--- src/rtl/dma_tx_if.sv ---
// Bus-side signals of the TX DMA: transmit request, arbitration, RAM read port and
// transmitter byte handshake.
interface dma_tx_if;
   logic       Start;
   logic       Enable;
   logic       Bus_grant;
   logic [7:0] Databus_in;
   logic [7:0] Address;
   logic       Cs;
   logic       Oen;
   logic       Bus_req;
   logic [7:0] TX_Data;
   logic       Valid_D;
   logic       Ack_in;
   logic       Ready;

   modport master (
      input  Start, Enable, Bus_grant, Databus_in, Ack_in,
      output Address, Cs, Oen, Bus_req, TX_Data, Valid_D, Ready
   );

   modport slave (
      output Start, Enable, Bus_grant, Databus_in, Ack_in,
      input  Address, Cs, Oen, Bus_req, TX_Data, Valid_D, Ready
   );
endinterface

--- src/rtl/dma_tx.sv ---
// TX DMA: reads a length byte and then that many payload bytes from RAM, handing each
// byte to the serial transmitter with a valid/ack handshake.
module dma_tx #(
   parameter logic [7:0] LEN_ADDR  = 8'h03,
   parameter logic [7:0] BASE_ADDR = 8'h04
) (
   input logic      Clk,
   input logic      Rst,
   dma_tx_if.master bus
);

   typedef enum logic [2:0] {
      StIdle,
      StReq,
      StRdLen,
      StLatLen,
      StRdData,
      StLatData,
      StSend,
      StDone
   } state_t;

   state_t     state_q, state_d;
   logic       pending_q, pending_d;
   logic [7:0] count_q, count_d;
   logic [7:0] index_q, index_d;
   logic [7:0] tx_data_q, tx_data_d;

   always_ff @(posedge Clk) begin
      if (Rst) begin
         state_q   <= StIdle;
         pending_q <= 1'b0;
         count_q   <= 8'h00;
         index_q   <= 8'h00;
         tx_data_q <= 8'h00;
      end else begin
         state_q   <= state_d;
         pending_q <= pending_d;
         count_q   <= count_d;
         index_q   <= index_d;
         tx_data_q <= tx_data_d;
      end
   end

   always_comb begin
      state_d   = state_q;
      pending_d = pending_q;
      count_d   = count_q;
      index_d   = index_q;
      tx_data_d = tx_data_q;

      // A request only registers while idle; it waits there until the arbiter allows us.
      if (state_q == StIdle && bus.Start) begin
         pending_d = 1'b1;
      end

      unique case (state_q)
         StIdle: begin
            if (pending_q && bus.Enable) begin
               state_d   = StReq;
               pending_d = 1'b0;
            end
         end
         StReq: begin
            if (bus.Bus_grant) begin
               state_d = StRdLen;
            end
         end
         StRdLen: begin
            state_d = StLatLen;
         end
         StLatLen: begin
            count_d = bus.Databus_in;
            index_d = 8'h00;
            state_d = (bus.Databus_in == 8'h00) ? StDone : StRdData;
         end
         StRdData: begin
            state_d = StLatData;
         end
         StLatData: begin
            tx_data_d = bus.Databus_in;
            state_d   = StSend;
         end
         StSend: begin
            if (bus.Ack_in) begin
               count_d = count_q - 8'd1;
               index_d = index_q + 8'd1;
               state_d = (count_q == 8'd1) ? StDone : StRdData;
            end
         end
         StDone: begin
            state_d = StIdle;
         end
         default: begin
            state_d = StIdle;
         end
      endcase
   end

   // RAM strobes are pure state decodes so reset clears them on the very next edge.
   always_comb begin
      bus.Address = 8'h00;
      bus.Cs      = 1'b0;
      if (state_q == StRdLen) begin
         bus.Address = LEN_ADDR;
         bus.Cs      = 1'b1;
      end else if (state_q == StRdData) begin
         bus.Address = BASE_ADDR + index_q;
         bus.Cs      = 1'b1;
      end
   end

   assign bus.Oen     = bus.Cs;
   assign bus.Bus_req = (state_q != StIdle) && (state_q != StDone);
   assign bus.TX_Data = tx_data_q;
   assign bus.Valid_D = (state_q == StSend);
   assign bus.Ready   = (state_q == StDone);

endmodule

--- src/flat_wrapper.sv ---
// flat-port wrapper written by rule: the top's interface ports become plain ports
module dma_tx_flat 
#(
   parameter logic [7:0] LEN_ADDR  = 8'h03,
   parameter logic [7:0] BASE_ADDR = 8'h04
)
  (Clk, Rst, bus_Start, bus_Enable, bus_Bus_grant, bus_Databus_in, bus_Ack_in, bus_Address, bus_Cs, bus_Oen, bus_Bus_req, bus_TX_Data, bus_Valid_D, bus_Ready);
  dma_tx_if bus_i ();
  input logic Clk;
  input logic Rst;
  input wire logic [$bits(bus_i.Start)-1:0] bus_Start;
  input wire logic [$bits(bus_i.Enable)-1:0] bus_Enable;
  input wire logic [$bits(bus_i.Bus_grant)-1:0] bus_Bus_grant;
  input wire logic [$bits(bus_i.Databus_in)-1:0] bus_Databus_in;
  input wire logic [$bits(bus_i.Ack_in)-1:0] bus_Ack_in;
  output wire logic [$bits(bus_i.Address)-1:0] bus_Address;
  output wire logic [$bits(bus_i.Cs)-1:0] bus_Cs;
  output wire logic [$bits(bus_i.Oen)-1:0] bus_Oen;
  output wire logic [$bits(bus_i.Bus_req)-1:0] bus_Bus_req;
  output wire logic [$bits(bus_i.TX_Data)-1:0] bus_TX_Data;
  output wire logic [$bits(bus_i.Valid_D)-1:0] bus_Valid_D;
  output wire logic [$bits(bus_i.Ready)-1:0] bus_Ready;
  assign bus_i.Start = bus_Start;
  assign bus_i.Enable = bus_Enable;
  assign bus_i.Bus_grant = bus_Bus_grant;
  assign bus_i.Databus_in = bus_Databus_in;
  assign bus_i.Ack_in = bus_Ack_in;
  assign bus_Address = bus_i.Address;
  assign bus_Cs = bus_i.Cs;
  assign bus_Oen = bus_i.Oen;
  assign bus_Bus_req = bus_i.Bus_req;
  assign bus_TX_Data = bus_i.TX_Data;
  assign bus_Valid_D = bus_i.Valid_D;
  assign bus_Ready = bus_i.Ready;
  dma_tx #(.LEN_ADDR(LEN_ADDR), .BASE_ADDR(BASE_ADDR)) u_core (.Clk(Clk), .Rst(Rst), .bus(bus_i));
endmodule
--- config.mk ---
export PLATFORM = sky130hd
export DESIGN_NAME = dma_tx_flat
export DESIGN_NICKNAME = d
export VERILOG_FILES = /design/src/rtl/dma_tx_if.sv /design/src/rtl/dma_tx.sv /design/src/flat_wrapper.sv
export SDC_FILE = /design/constraint.sdc
export NUM_CORES = 1
export LEC_CHECK = 0
export ABC_AREA = 1
export CAP_MARGIN = 0
export CORE_AREA = 2 2 61 63
export CTS_CLUSTER_DIAMETER = 200
export DETAILED_ROUTE_END_ITERATION = 12
export DIE_AREA = 0 0 63 65
export GPL_ROUTABILITY_DRIVEN = 1
export GPL_TIMING_DRIVEN = 0
export PLACE_DENSITY = 0.86
export REMOVE_ABC_BUFFERS = 1
export SYNTH_ARGS = -nofsm -noshare
export SYNTH_HDL_FRONTEND = slang
export SYNTH_SLANG_ARGS = --single-unit
export TNS_END_PERCENT = 10
--- constraint.sdc ---
create_clock -name Clk -period 3.7 [get_ports Clk]
set_input_delay 0.74 -clock Clk [delete_from_list [all_inputs] [get_ports Clk]]
set_output_delay 0.74 -clock Clk [all_outputs]
set_load 0.02 [all_outputs]
# Word level (Yosys, flattened, before mapping)
# Index checks and enable logic that the tools add are counted.
# totals
regBits,28
input_bits,14
output_inout_bits,21
word_cells,46
# op_classes
n_addsub,3
n_eq_ne,12
n_mux,17
n_reduce_logical,9
# op_table
operator,count
$mux 8,4
$pmux 8 s2,2
$pmux 3 s8,1
$eq 3x3->1 const B,4
$mux 3,3
$add 3x8->8 const A,1
$add 8x1->8 const B,1
$eq 8x1->1 const B,1
$logic_not 8->1,1
$sub 8x1->8 const B,1
$eq 3x2->1 const B,2
$ne 2x2->1 const B,3
$mux 1,5
$mux 2,2
$eq 3x1->1 const B,1
$logic_and 1x1->1,3
$logic_not 3->1,1
$ne 3x3->1 const B,1
$reduce_and 3->1,1
$reduce_bool 3->1,1
$reduce_and 2->1,1
$reduce_bool 2->1,1

# Longest topological paths before layout
# logic_depth
ltp_word,5
mapped_depth,10
depth_no_buf,10

# Least setup slack after synthesis
# OpenSTA, ideal clock, no wires.
# synth_timing
kind,register -> output
start,reg u_core.index_q[3]
end,out bus_Address[6]
t_arrival_ps,1299
slack_ps,1661
path_stages_with_launch,7
n_path_buf,0
path_cell_list,dfxtp_1 -> ha_1 -> nand2_1 -> nor2_1 -> xor2_1 -> inv_1 -> nor2_1
# synth_via
elab_chain_cells,3
# synth_rtl
item,line_no,text
from (decl),dma_tx.sv:26,"logic [7:0] index_q, index_d;"
from (signal assigned),dma_tx.sv:40,index_q <= index_d;
$add 3x8->8,dma_tx.sv:108,bus.Address = BASE_ADDR + index_q;
$mux 8,dma_tx.sv:107,end else if (state_q == StRdData) begin
$mux 8,dma_tx.sv:104,if (state_q == StRdLen) begin
to (decl),flat_wrapper.sv:16,output wire logic [$bits(bus_i.Address)-1:0] bus_Address;
# No other way between the ends.

# Final worst setup path
# layout_timing
start,reg u_core.state_q[2]
end,out bus_Address[5]
# layout_via
elab_chain_cells,3
word_cells_on_any_way,4
classes_between,eq/ne (2); mux (2)
# layout_rtl
item,line_no,text
from (decl),dma_tx.sv:23,"state_t state_q, state_d;"
from (signal assigned),dma_tx.sv:31,state_q <= StIdle;
from (signal assigned),dma_tx.sv:37,state_q <= state_d;
$eq 3x3->1,dma_tx.sv:107,
$mux 8,dma_tx.sv:107,
$mux 8 (*),dma_tx.sv:104,
# Mark *: on every way between the ends. The rest lies on a longest branch, timed or not.

==> impl_metrics.yaml <==
outcome:
  status: "complete, no violations"
final_layout:
  fill_cells: 347
  syn_to_final_growth_pct: 22.8
  final_common_cell: "nand2_1"
  design_area_um2: 2000
  n_antenna_cell: 0
  drive_gt1_share_pct: 6.62
  mostFrequentLayoutCells: "nand2_1 (53), nor2_1 (36), clkdlybuf4s50_1 (34), dfxtp_1 (28), a21oi_1 (26)"
  nNetsFinal: 292
job:
  maxCapViolations: 0
pwr:
  p_sw_mw: 0.121
  comb_power_share_pct: 10.0
  seqPwrFrac_pct: 62.9
  vdd_drop_max_mv: 0.197
  switching_share_pct: 24.9
  cellPowerDensity_nw_per_um2: 243
  internal_power_mw: 0.365
  p_leak_nw: 0.804
  clockPowerShare_pct: 27.1
setup_path:
  crit_family: "flip-flops"
  cp_max_fo: 18
  crit_path_end_kind: "output pin"
  critPathRequiredTime_ns: 2.96
  path_cells: "nand2_1, o21bai_1, a21oi_1, clkdlybuf4s50_1"
  startpoint_type: "register"
  max_stage_delay_ns: 0.76
  worst_path_max_delay_cell: "dfxtp_1"
  crit_type: "reg2out"
  cp.arrival_ns: 2.38
  critical_path_buf_inv_count: 1
clock_tree:
  ctsHoldBuffers: 0
  tritoncts: "done"
  clk_latency_ns: 0.34
  cts_buffers: 3
  cts.clk_slew.worst_paths_ns: 0.15
  clk_path_buf_depth: 2
  ctsResizeCount: 0
  clockRootBuffer: "clkbuf_4"
  postCtsSetupBuffers: 0
  clock-sinks: 28
  cts_htree_levels: 1
synth:
  synthArstFlopShare_pct: 0
  synth.area.top_cells: "dfxtp_1 (34%), nand2_1 (12%), nor2_1 (8.3%)"
  synth.top_cell.area_share_pct: 34.4
  syn-instance-count: 243
  synth_edf_count: 0
  synth_seq_area_share_pct: 34.4
  synth_cell_types: 31
  syn-cell-area_um2: 1630
  ys_ff_latch: 28
  synth_top_cell_by_area: "dfxtp_1"
  synth_area_per_cell_um2: 6.71
  synthFlopType: "dfxtp_1"
  yosysWarnings: 0
sta:
  period_share_pct: 84.3
  setup_viol: 0
  hold_violations: 0
  tns_ns: 0
  slew_headroom_pct: 57.8
  slew_violations: 0
  worstMarginPinSlew_ns: 0.633
  grt_setup_unrepaired: "false"
  clock_skew_ns: 0.00405
  min_period_ns: 3.12
  fmax_ghz: 0.321
routing:
  drt_iter0_drc: 63
  routed_wl_mm: 3.67
  num_vias: 1660
  drtPass1Iterations: 4
  wl_per_cell_um: 11.5
  drc_errors: 0
  drtAntennaViolNets: 0
  via_per_inst: 5.19
floorplan:
  coreArea_um2: 3500
  num_rows: 22
  die_w_um: 63
  dieArea_um2: 4100
  start_util_pct: 46.7
  io_pins: 35
  fp.dieH_um: 65
global_routing:
  grtUsageMet3_pct: 1.39
  track_usage_pct: 18.1
  grt_pass1_vias: 1429
  grt_remaining_overflow: 0
  grt_max_degree: 19
  use_met1_pct: 22.0
  grt_first_pass_wirelength_mm: 6.02
  grt.busiest_layer: "met2"
  globalRouteMet2Util_pct: 32.3
  antenna_found_initial: 0
place:
  routabilityCongestion: 0.846
  dpl_cell_area_um2: 1980
  dp_hpwl_mm: 2.76
  io_buffers: 34
min_path:
  hold_class: "reg2reg"
## cells by family (layout without fill, tap and decap cells)
group | count (synthesis) | count (layout) | share of synthesized area (%)
AOI/OAI and AO/OA | 51 | 51 | 16.8
xor gates and xnor gates | 4 | 4 | 2.15
adders and majority gates | 4 | 4 | 3.07
buffers and inverters | 35 | 64 | 9.51
DFF | 28 | 28 | 34.4
and+or+nand+nor | 121 | 121 | 34.1
## worst reg2reg max path, cell delays in order, from the launching register on
cell and delay, ns:
dfxtp_1 0.76, nand3_2 0.35, inv_2 0.29, nand2_2 0.13
nand2_8 0.15, nand2_1 0.12, o21ai_0 0.20, a21oi_1 0.07
## synthesized netlist by cell type (2+ instances only)
cell and number:
clkbuf_1 2, xor2_1 4, ha_1 4, or2_2 2
nor3_1 3, inv_2 2, buf_2 2, nand2_1 53
a21oi_1 26, buf_4 3, o21ai_0 15, a31oi_1 3
dfxtp_1 28, inv_1 24, nor2_1 36, nand3_1 16
nand2_2 2, nand3_2 3, o21bai_1 2, o21ai_1 2
## layer usage
layer / routed length (um) / vias up
met4: 52 / 0
li1: - / 850
met5: 0 / -
met1: 1730 / 760
met3: 139 / 5
met2: 1750 / 45
## stage by stage
stage / total power, mW / hold slack (ns) / cells / setup slack (ns) / utilization [%]
3_3_place_gp: 0.360 / 0.446 / 317 / 1.00 / 56.7
4_1_cts: 0.488 / 0.478 / 320 / 0.600 / 57.3
2_1_floorplan: 0.334 / 0.433 / 235 / 1.53 / -
5_1_grt: 0.502 / 0.494 / 320 / 0.468 / 57.3
6_report: 0.487 / 0.472 / 320 / 0.583 / 57.3
3_5_place_dp: 0.361 / 0.456 / 317 / 0.993 / 56.7
## sequential cells by signal, indices dropped and copies added (netlist names)
name and flops:
u_core.bus.TX_Data 8, u_core.state_q 3, u_core.index_q 8, u_core.pending_q 1
u_core.count_q 8
## cell type report
type	count	area, um^2	area share (%)
Inverter	27	104	5.18
Timing Repair Buffer	34	340	17.0
Sequential cell	28	561	28.0
Tap cell	48	60.1	3.00
Clock buffer	3	22.5	1.12
Multi-Input combinational cell	180	916	45.7
## final timing paths
path,startpoint,end,slack [ns],cells after the start
hold reg to reg,u_core.bus.TX_Data[6]$_SDFFE_PP0N_,u_core.bus.TX_Data[6]$_SDFFE_PP0N_,0.47,2
hold / removal,u_core.bus.TX_Data[6]$_SDFFE_PP0N_,u_core.bus.TX_Data[6]$_SDFFE_PP0N_,0.47,2
setup / recovery,u_core.state_q[2]$_SDFFE_PP0P_,bus_Address[5],0.58,4
setup reg to reg,u_core.state_q[2]$_SDFFE_PP0P_,u_core.index_q[4]$_SDFFE_PP0P_,1.55,7
## power groups by stage
stage / Clock (mW) / Sequential, mW / Combinational [mW]
2_1_floorplan: 0 / 0.312 / 0.0222
3_3_place_gp: 0 / 0.312 / 0.0476
3_5_place_dp: 0 / 0.313 / 0.0483
4_1_cts: 0.133 / 0.306 / 0.0488
5_1_grt: 0.142 / 0.307 / 0.0540
6_report: 0.132 / 0.306 / 0.0488
No activity file was read; power rests on OpenSTA's default activity.
